## config.mk

```make
export PLATFORM = sky130hd
export DESIGN_NAME = icb_stream_mas
export DESIGN_NICKNAME = d
export VERILOG_FILES = /design/src/rtl/icb_stream_pkg.sv /design/src/rtl/icb_outst_cnt.sv /design/src/rtl/icb_stream_mas.sv
export SDC_FILE = /design/constraint.sdc
export NUM_CORES = 1
export LEC_CHECK = 0
export CORE_UTILIZATION = 38
export CTS_CLUSTER_SIZE = 40
export DETAILED_ROUTE_END_ITERATION = 10
export GPL_ROUTABILITY_DRIVEN = 1
export GPL_TIMING_DRIVEN = 0
export PLACE_DENSITY_LB_ADDON = 0.08
export SYNTH_ARGS = -nofsm -noshare
export SYNTH_HDL_FRONTEND = slang
export SYNTH_HIERARCHICAL = 1
export SYNTH_SLANG_ARGS = --single-unit
```

## constraint.sdc

```tcl
create_clock -name clk -period 4.1 [get_ports clk]
set_clock_uncertainty 0.15 [all_clocks]
set_input_delay 0.41 -clock clk [delete_from_list [all_inputs] [get_ports clk]]
set_output_delay 0.41 -clock clk [all_outputs]
set_load 0.005 [all_outputs]
```

## src/rtl/icb_stream_pkg.sv

```systemverilog
// Shared FSM state encoding and default configuration for the ICB stream master.
package icb_stream_pkg;

    typedef enum logic [2:0] {
        ST_IDLE,
        ST_RD,
        ST_RD_DRAIN,
        ST_WR,
        ST_WR_DRAIN
    } state_e;

    localparam int unsigned DEF_AW          = 32;
    localparam int unsigned DEF_DW          = 32;
    localparam logic [31:0] DEF_RD_BASE     = 32'h2000_0000;
    localparam logic [31:0] DEF_BANK_STRIDE = 32'h1000_0000;
    localparam logic [31:0] DEF_WR_BASE     = 32'h2000_0000;
    localparam int unsigned DEF_NBANK       = 2;
    localparam int unsigned DEF_RD_LEN      = 32'h0000_C658;
    localparam int unsigned DEF_WR_LEN      = 32'h0000_C400;
    localparam int unsigned DEF_ADDR_STEP   = 1;
    localparam int unsigned DEF_MAX_OUTST   = 4;

    function automatic int unsigned max_u(input int unsigned a, input int unsigned b);
        return (a > b) ? a : b;
    endfunction

endpackage

```

## src/rtl/icb_outst_cnt.sv

```systemverilog
// Outstanding ICB command counter; a response with nothing outstanding is ignored.
module icb_outst_cnt #(
    parameter int unsigned MAX = 4
) (
    input  logic clk,
    input  logic rst,
    input  logic inc,
    input  logic dec,
    output logic full,
    output logic zero
);

    localparam int unsigned CW = $clog2(MAX) + 1;

    logic [CW-1:0] cnt;
    logic          dec_ok;

    // Stray responses (e.g. left over from an abandoned run) must not underflow.
    assign dec_ok = dec && ((cnt != '0) || inc);

    always_ff @(posedge clk) begin
        if (rst) begin
            cnt <= '0;
        end else if (inc && !dec_ok) begin
            cnt <= cnt + CW'(1);
        end else if (dec_ok && !inc) begin
            cnt <= cnt - CW'(1);
        end
    end

    assign full = (cnt == CW'(MAX));
    assign zero = (cnt == '0);

endmodule

```

## src/rtl/icb_stream_mas.sv

```systemverilog
// ICB bus master: streams a read run out to an accelerator, then writes its results back,
// rotating the read bank after each completed run.
module icb_stream_mas
    import icb_stream_pkg::*;
#(
    parameter int unsigned     AW          = DEF_AW,
    parameter int unsigned     DW          = DEF_DW,
    parameter logic [AW-1:0]   RD_BASE     = AW'(DEF_RD_BASE),
    parameter logic [AW-1:0]   BANK_STRIDE = AW'(DEF_BANK_STRIDE),
    parameter int unsigned     NBANK       = DEF_NBANK,
    parameter logic [AW-1:0]   WR_BASE     = AW'(DEF_WR_BASE),
    parameter int unsigned     RD_LEN      = DEF_RD_LEN,
    parameter int unsigned     WR_LEN      = DEF_WR_LEN,
    parameter int unsigned     ADDR_STEP   = DEF_ADDR_STEP,
    parameter int unsigned     MAX_OUTST   = DEF_MAX_OUTST
) (
    input  logic              clk,
    input  logic              rst,
    input  logic              start,
    output logic              busy,
    output logic [1:0]        bank,

    output logic              mas_icb_cmd_valid,
    input  logic              mas_icb_cmd_ready,
    output logic [AW-1:0]     mas_icb_cmd_addr,
    output logic              mas_icb_cmd_read,
    output logic [DW-1:0]     mas_icb_cmd_wdata,
    output logic [DW/8-1:0]   mas_icb_cmd_wmask,

    input  logic              mas_icb_rsp_valid,
    output logic              mas_icb_rsp_ready,
    input  logic [DW-1:0]     mas_icb_rsp_rdata,
    input  logic              mas_icb_rsp_err,

    output logic              valid_to_acce,
    output logic [DW-1:0]     data_to_acce,
    input  logic              valid_from_acce,
    input  logic [DW-1:0]     data_from_acce,
    output logic              ready_to_acce,

    output logic              conv_irq,
    input  logic              irq_clr,
    output logic              err
);

    localparam int unsigned   CW        = $clog2(max_u(RD_LEN, WR_LEN)) + 1;
    localparam logic [CW-1:0] RD_LEN_C  = CW'(RD_LEN);
    localparam logic [CW-1:0] RD_LAST   = CW'(RD_LEN - 1);
    localparam logic [CW-1:0] WR_LAST   = CW'(WR_LEN - 1);
    localparam logic [1:0]    BANK_LAST = 2'(NBANK - 1);

    state_e        state_q, state_d;
    logic [CW-1:0] rd_cnt, wr_cnt;
    logic [AW-1:0] rd_addr, wr_addr;
    logic          outst_full, outst_zero;
    logic          rd_issue, wr_issue;
    logic          cmd_hs, rsp_hs, start_acc, run_done;

    icb_outst_cnt #(
        .MAX (MAX_OUTST)
    ) u_outst (
        .clk  (clk),
        .rst  (rst),
        .inc  (cmd_hs),
        .dec  (rsp_hs),
        .full (outst_full),
        .zero (outst_zero)
    );

    // Command issue conditions, kept apart from the FSM so handshakes feed back cleanly.
    assign rd_issue  = (state_q == ST_RD) && (rd_cnt < RD_LEN_C) && !outst_full;
    assign wr_issue  = (state_q == ST_WR) && valid_from_acce && !outst_full;
    assign cmd_hs    = mas_icb_cmd_valid && mas_icb_cmd_ready;
    assign rsp_hs    = mas_icb_rsp_valid && mas_icb_rsp_ready;
    assign start_acc = (state_q == ST_IDLE) && start;

    assign rd_addr = RD_BASE + (AW'(bank) * BANK_STRIDE) + (AW'(rd_cnt) * AW'(ADDR_STEP));
    assign wr_addr = WR_BASE + (AW'(wr_cnt) * AW'(ADDR_STEP));

    assign mas_icb_cmd_valid = rd_issue || wr_issue;
    assign mas_icb_cmd_read  = (state_q == ST_RD);
    assign mas_icb_cmd_addr  = (state_q == ST_RD) ? rd_addr :
                               (state_q == ST_WR) ? wr_addr : '0;
    assign mas_icb_cmd_wdata = (state_q == ST_WR) ? data_from_acce : '0;
    assign mas_icb_cmd_wmask = (state_q == ST_WR) ? '1 : '0;
    assign ready_to_acce     = (state_q == ST_WR) && mas_icb_cmd_ready && !outst_full;

    assign mas_icb_rsp_ready = 1'b1;
    assign valid_to_acce     = mas_icb_rsp_valid && ((state_q == ST_RD) || (state_q == ST_RD_DRAIN));
    assign data_to_acce      = mas_icb_rsp_rdata;
    assign busy              = (state_q != ST_IDLE);

    always_ff @(posedge clk) begin
        if (rst) begin
            state_q <= ST_IDLE;
        end else begin
            state_q <= state_d;
        end
    end

    always_comb begin
        state_d  = state_q;
        run_done = 1'b0;
        unique case (state_q)
            ST_IDLE:     if (start) state_d = ST_RD;
            ST_RD:       if (cmd_hs && (rd_cnt == RD_LAST)) state_d = ST_RD_DRAIN;
            ST_RD_DRAIN: if (outst_zero) state_d = ST_WR;
            ST_WR:       if (cmd_hs && (wr_cnt == WR_LAST)) state_d = ST_WR_DRAIN;
            ST_WR_DRAIN: begin
                if (outst_zero) begin
                    state_d  = ST_IDLE;
                    run_done = 1'b1;
                end
            end
            default:     state_d = ST_IDLE;
        endcase
    end

    // Beat counters restart with every accepted run.
    always_ff @(posedge clk) begin
        if (rst || start_acc) begin
            rd_cnt <= '0;
            wr_cnt <= '0;
        end else if (cmd_hs) begin
            if (state_q == ST_RD) begin
                rd_cnt <= rd_cnt + CW'(1);
            end else begin
                wr_cnt <= wr_cnt + CW'(1);
            end
        end
    end

    always_ff @(posedge clk) begin
        if (rst) begin
            bank <= '0;
        end else if (run_done) begin
            bank <= (bank == BANK_LAST) ? 2'd0 : bank + 2'd1;
        end
    end

    // Interrupt set has priority over a coincident clear.
    always_ff @(posedge clk) begin
        if (rst) begin
            conv_irq <= 1'b0;
        end else if (run_done) begin
            conv_irq <= 1'b1;
        end else if (irq_clr) begin
            conv_irq <= 1'b0;
        end
    end

    always_ff @(posedge clk) begin
        if (rst) begin
            err <= 1'b0;
        end else if (rsp_hs && mas_icb_rsp_err) begin
            err <= 1'b1;
        end else if (start_acc) begin
            err <= 1'b0;
        end
    end

endmodule

```

* Yosys cells after proc, flatten, opt, wreduce, memory -nomap -nowiden
Index checks and enable logic that the tools add are counted.
** Storage, ports and cells
- Flip-flop bits (word level) :: 44
- Input port bits :: 72
- Output and inout port bits :: 110
- Logic and storage cells :: 81
** Cells by class
- Add/sub/neg operators :: 8
- $lt $le $gt $ge :: 1
- Equality and inequality tests :: 13
- Mux-type cells :: 19
- Bitwise operators :: 1
- Reduce and logical (&&, ||, !) cells :: 32
** Operators with widths (number)
- 32-bit two-way mux :: 2
- 17-bit by 1-bit adder with 17-bit output, second input constant :: 2
- 17-bit by 16-bit == test with 1-bit output, second input constant :: 2
- 31-bit by 17-bit adder with 32-bit output :: 1
- 30-bit by 17-bit adder with 31-bit output, first input constant :: 1
- 30-bit by 30-bit adder with 31-bit output, first input constant :: 1
- 31-bit two-way mux :: 1
- 3-bit two-way mux :: 7
- 17-bit by 16-bit less-than comparator with 1-bit output, second input constant :: 1
- 1-bit logical AND :: 15
- 3-bit one-hot mux with 5 select lines :: 1
- 3-bit by 2-bit == test with 1-bit output, second input constant :: 2
- 3-bit == test, second input constant :: 2
- 3-bit logical NOT :: 2
- 1-bit two-way mux :: 6
- 2-bit != test, second input constant :: 3
- 2-bit nonzero test :: 3
- 3-bit nonzero test :: 2
- 5-bit AND reduction :: 1
- 1-bit logical OR :: 4
- 4-bit two-way mux :: 1
- 2-bit by 1-bit != test with 1-bit output, second input constant :: 2
- 2-bit AND reduction :: 2
- 3-bit by 1-bit adder with 3-bit output, second input constant :: 1
- other kinds (7) :: 9

* Longest topological paths before layout
- Word-level depth :: 10
- Depth in mapped cells :: 12
- Gate-level depth less buffers :: 11

* Hierarchy
The synthesis kept the hierarchy.
** By module, submodules not included
- icb_stream_mas :: times used 1, cells an instance 367, area an instance 2840.2 µm², seq. area each 820.8 µm²
- icb_outst_cnt :: times used 1, cells an instance 22, area an instance 209.0 µm², seq. area each 60.1 µm²

* Least setup slack after synthesis
No wires, ideal clock.
- Kind :: register -> register
- Start point :: register state_q[1]
- End point :: register u_outst.cnt[2]
- Setup time :: 0.059 ns
- Arrival :: 2.990 ns
- Required time :: 3.891 ns
- Setup slack :: 0.901 ns
- Cell stages (with the launch flop) :: 12
- Path buffers :: 2
- Period minus slack after synthesis :: 3.199 ns
- Cell sequence :: dfxtp_1 > buf_6 > or3b_4 > or4_1 > clkbuf_1 > a21o_1 > o21ai_0 > nand2b_1 > fa_1 > and3b_1 > a221oi_1 > o31a_1
** On the way
- Cells in the longest elaborated chain, start to end :: 10
- Elaborated cells between the ends (all ways) :: 16
- Classes of those cells :: 2 x eq/ne; 1 x mux; 13 x reduce/logical
** Ends and longest elaborated chain
- start, declared :: line icb_stream_mas.sv:52 : state_e state_q, state_d;
- start signal, assigned :: line icb_stream_mas.sv:97 : state_q <= state_d;
- 3-bit by 1-bit == test with 1-bit output or 3-bit by 2-bit == test with 1-bit output (tied branches) :: line icb_stream_mas.sv:71, icb_stream_mas.sv:72
- 1-bit logical AND, on equally long branches (2 in series) :: line icb_stream_mas.sv:71, icb_stream_mas.sv:72
- 1-bit logical OR * :: line icb_stream_mas.sv:80 : assign mas_icb_cmd_valid = rd_issue || wr_issue;
- 1-bit logical AND * :: line icb_stream_mas.sv:73 : assign cmd_hs = mas_icb_cmd_valid && mas_icb_cmd_ready;
- net cmd_hs :: line icb_stream_mas.sv:57 : logic cmd_hs, rsp_hs, start_acc, run_done;
- 1-bit logical OR :: line icb_outst_cnt.sv:19 : assign dec_ok = dec && ((cnt != '0) || inc);
- 1-bit logical AND :: line icb_outst_cnt.sv:19
- 1-bit logical NOT :: line icb_outst_cnt.sv:24 : end else if (inc && !dec_ok) begin
- 1-bit logical AND :: line icb_outst_cnt.sv:24
- 3-bit two-way mux or 2-bit nonzero test (tied branches)
- end signal, assigned :: line icb_outst_cnt.sv:25 : cnt <= cnt + CW'(1);
- end signal, assigned :: line icb_outst_cnt.sv:27 : cnt <= cnt - CW'(1);
- end, declared :: line icb_outst_cnt.sv:15 : logic [CW-1:0] cnt;
Mark *: on every way through the listed nets, which the timed path passes. The rest lies on a longest branch.
A chain may end at the register's enable or synchronous reset.

* Worst setup path after layout
- Start point :: register u_outst.cnt[0]
- End point :: register u_outst.cnt[2]
** On the way
- Cells in the longest elaborated chain, start to end :: 10
- Elaborated cells between the ends (all ways) :: 18
- Classes of those cells :: 2 x add/sub; 1 x eq/ne; 2 x mux; 13 x reduce/logical
** Ends and longest elaborated chain
- 3-bit == test * :: line icb_outst_cnt.sv:31 : assign full = (cnt == CW'(MAX));
- net outst_full :: line icb_stream_mas.sv:55 : logic outst_full, outst_zero;
- 1-bit logical NOT * :: line icb_stream_mas.sv:71, icb_stream_mas.sv:72
- 1-bit logical AND, on equally long branches :: line icb_stream_mas.sv:71, icb_stream_mas.sv:72
- 1-bit logical OR * :: line icb_stream_mas.sv:80
- 1-bit logical AND * :: line icb_stream_mas.sv:73
- net cmd_hs :: line icb_stream_mas.sv:57
- 1-bit logical OR :: line icb_outst_cnt.sv:19
- 1-bit logical AND :: line icb_outst_cnt.sv:19
- 1-bit logical NOT :: line icb_outst_cnt.sv:24
- 1-bit logical AND :: line icb_outst_cnt.sv:24
- 3-bit two-way mux or 2-bit nonzero test (tied branches)
Mark *: on every way through the listed nets, which the timed path passes. The rest lies on a longest branch. The select of a mux whose other input is x is not followed.

==> flow_summary_export.csv <==
group,metric,value,unit
outcome,status,"complete, no violations",
critical_path,timing.rr.start,"u_outst/cnt[0]",
critical_path,cpMostUsedCell,"nand2b_1",
layout,seqCellArea,881,sq um
layout,final_common_cell,"clkdlybuf4s50_1",
clocking,postCtsSetupBuffers,0,
synthesis,synth_area,0.00305,sq mm
synthesis,syn_inst,389,
critical_path,path_max_fanout,7,
sta,slew_headroom,34.8,%
layout,fill_cells,711,
layout,final_cell_mix,"136 x clkdlybuf4s50_1, 50 x buf_4, 44 x dfxtp_1, 37 x and3_1, 37 x nor2_1",
layout,multi_input_area,0.00172,sq mm
flow_run,maxCapViolations,0,
critical_path,critical_path_class,"register to register",
floorplanning,start_util,39.5,%
critical_path,cp.required,4200,ps
drt,wire_per_inst,14.8,microns
critical_path,crit_path_end,"u_outst/cnt[2]",
sta,rsz0062_at_grt,"no",
synthesis,syn_area_per_cell,7.84,sq um
drt,drc,0,
sta,worst-slew-pin-transition,971,ps
layout,fin_util,60.5,%
floorplanning,dieArea,0.00839,sq mm
clocking,cts_hold_buf,0,
synthesis,synth-edff-count,0,
sta,period_minus_slack,3660,ps
power,p_leak,1.86,nW
placement,routabilityCongestion,0.862,
clocking,cts_resized,0,
global_routing,grt_usage,22.9,%
hold_path,min_from,"err",
drt,drt_wl_total,9560,microns
drt,viasPerCell,5.04,
synthesis,yosys_register_bits,44,
layout,n_antenna_cell,0,
critical_path,crit_chain,"nor2_1 > and2_1 > nand2b_1 > or4_1 > clkbuf_1 > a21o_1 > o21ai_0 > nand2b_1 > fa_1 > and3b_1 > a221oi_1 > o31a_1",
global_routing,grt_antenna_before_repair,0,
synthesis,async_flop_share,0,%
sta,tns,0,ps
critical_path,reg2reg_depth,12,
layout,drive_gt1_share,11.4,%
hold_path,hp-class,"register to register",
floorplanning,io_pins,182,
sta,setup_violations,0,
critical_path,cp_slowest_cell,"or4_1",
critical_path,reg2reg_to,"u_outst/cnt[2]",
drt,antenna_left,0,
global_routing,grt_pass1_wl,15400,microns
floorplanning,die_h,91.6,microns
critical_path,critPathArrivalTime,3750,ps
floorplanning,chipWidth,91.6,microns
synthesis,synthFlopType,"dfxtp_1",
sta,drv_slew,0,
clocking,cts.reportedPaths.clkPinSlew,80,ps
critical_path,rrSetupSlack,440,ps
floorplanning,core_area,0.00773,sq mm
global_routing,grt_max_degree,14,
drt,drt_iter0_drc,197,
sta,post-route-period-util,89.2,%
critical_path,crit_start,"u_outst/cnt[0]",
clocking,ctsHtreeMaxLevel,2,
floorplanning,num_rows,32,
placement,place_hpwl,7760,microns
clocking,cts_root_buf,"clkbuf_8",
global_routing,grt-ovfl-total,0,
layout,area_delta_synth_final,53.3,%
global_routing,grt_pass1_vias,3030,
clocking,cts.sinks,44,
drt,routed-via-count,3254,
power,peakVddDrop,0.000133,V
sta,fmax,273,MHz
drt,drt_first_pass_iters,4,
power,pwr_density_cell,210,mW/mm^2
synthesis,yosysWarnings,6,
clocking,cts-buffers-inserted,5,
clocking,cts_tree,"done",
synthesis,ys_types,50,
critical_path,worstSetupStartpointType,"register",
placement,port-buffer-count,136,
critical_path,slowest_delay,500,ps
sta,hold_viol_final,0,
layout,finalNetCount,618,
synthesis,ys_seq_area_share,28.9,%
critical_path,cp-end-kind,"register",
clocking,clock_latency,290,ps
clocking,cts_max_path_buffers,2,
-- stage by stage --
step                      instances  setup WS [ps]  hold WS (ps)  area, sq um  total power [mW]
final                           645            443           316         4680             0.984
after global routing            645            210           362         4680              1.04
after CTS                       645            450           321         4680             0.991
after detailed placement        638            330           302         4580             0.698
after global placement          638            399           291         4580             0.693
after floorplan                 400            901           294         3090             0.588
-- flip-flops by register name (all words and copies together) (netlist names) --
signal       flops
bank             2
conv_irq         1
err              1
rd_cnt          17
state_q          3
u_outst/cnt      3
wr_cnt          17
-- cell usage after synthesis (3+ instances only) --
| master | count | area [sq um] |
|---|---|---|
| nand2b_1 | 4 | 25.0 |
| and2_1 | 6 | 37.5 |
| o31a_1 | 4 | 35.0 |
| clkbuf_1 | 17 | 63.8 |
| nand4_1 | 10 | 62.6 |
| nand2_1 | 22 | 82.6 |
| nor2b_1 | 7 | 43.8 |
| o31ai_1 | 3 | 22.5 |
| nor4_1 | 6 | 37.5 |
| a22o_1 | 15 | 131 |
| nor3_1 | 7 | 35.0 |
| a211oi_1 | 5 | 37.5 |
| dfxtp_1 | 44 | 881 |
| buf_4 | 50 | 375 |
| a21oi_1 | 15 | 75.1 |
| nor2_1 | 37 | 139 |
| and3_1 | 37 | 231 |
| inv_1 | 7 | 26.3 |
| a21o_1 | 3 | 22.5 |
| xnor2_1 | 16 | 140 |
| o21a_1 | 4 | 30.0 |
| or4_1 | 3 | 22.5 |
| nand3_1 | 12 | 60.1 |
| or3_1 | 6 | 37.5 |
| o21ai_0 | 11 | 55.1 |
| xor2_1 | 8 | 70.1 |
-- final cells by class --
type	instances	area share (%)
clock buffers	7	2.06
repair buffers	136	29.1
flip-flops and latches	44	18.8
inverters	9	0.723
plain buffers	69	9.71
multi-input cells	278	36.8
well taps	102	2.73
-- where the power goes --
| group | switching, mW | internal (mW) |
|---|---|---|
| registers | 0.0160 | 0.438 |
| clock network | 0.145 | 0.150 |
| logic | 0.0971 | 0.138 |
| total | 0.258 | 0.726 |
-- how the worst min path moves through the flow --
stage | to | slack, ps | cells past startpoint
3_5_place_dp | err | 300 | 2
4_1_cts | err | 320 | 2
5_1_grt | err | 360 | 2
3_3_place_gp | err | 290 | 2
6_report | err | 320 | 2
2_1_floorplan | bank[1] | 290 | 2
-- logic make-up (layout without fill, tap and decap cells) --
kind of cell    count (synthesis)  in the layout  synth area share, %
fa+ha+maj                       3              3                 1.48
compound gates                 67             67                 15.4
xor+xnor                       24             24                 6.89
simple gates                  168            168                 30.0
flops                          44             44                 28.9
buf+inv                        78            221                 16.0
mux                             3              3                 1.15
other cells                     2             13                0.246
-- worst max-delay path: cells and delay by family, from the launching register on --
family | cells | cell delay, ps
adders and majority gates | 1 | 440
AOI/OAI and AO/OA | 4 | 940
DFF | 1 | 460
buffers and inverters | 1 | 190
and+or+nand+nor | 6 | 1430
-- layer usage --
metal | track usage [%] | wire [microns] | vias to the layer above
met1 | 26.3 | 3720 | 1497
met2 | 44.0 | 5130 | 126
met5 | 0 | 0 | -
li1 | - | - | 1625
met4 | 4.37 | 65 | 0
met3 | 4.10 | 639 | 6
Note: power is estimated with default switching activity, not from simulation.
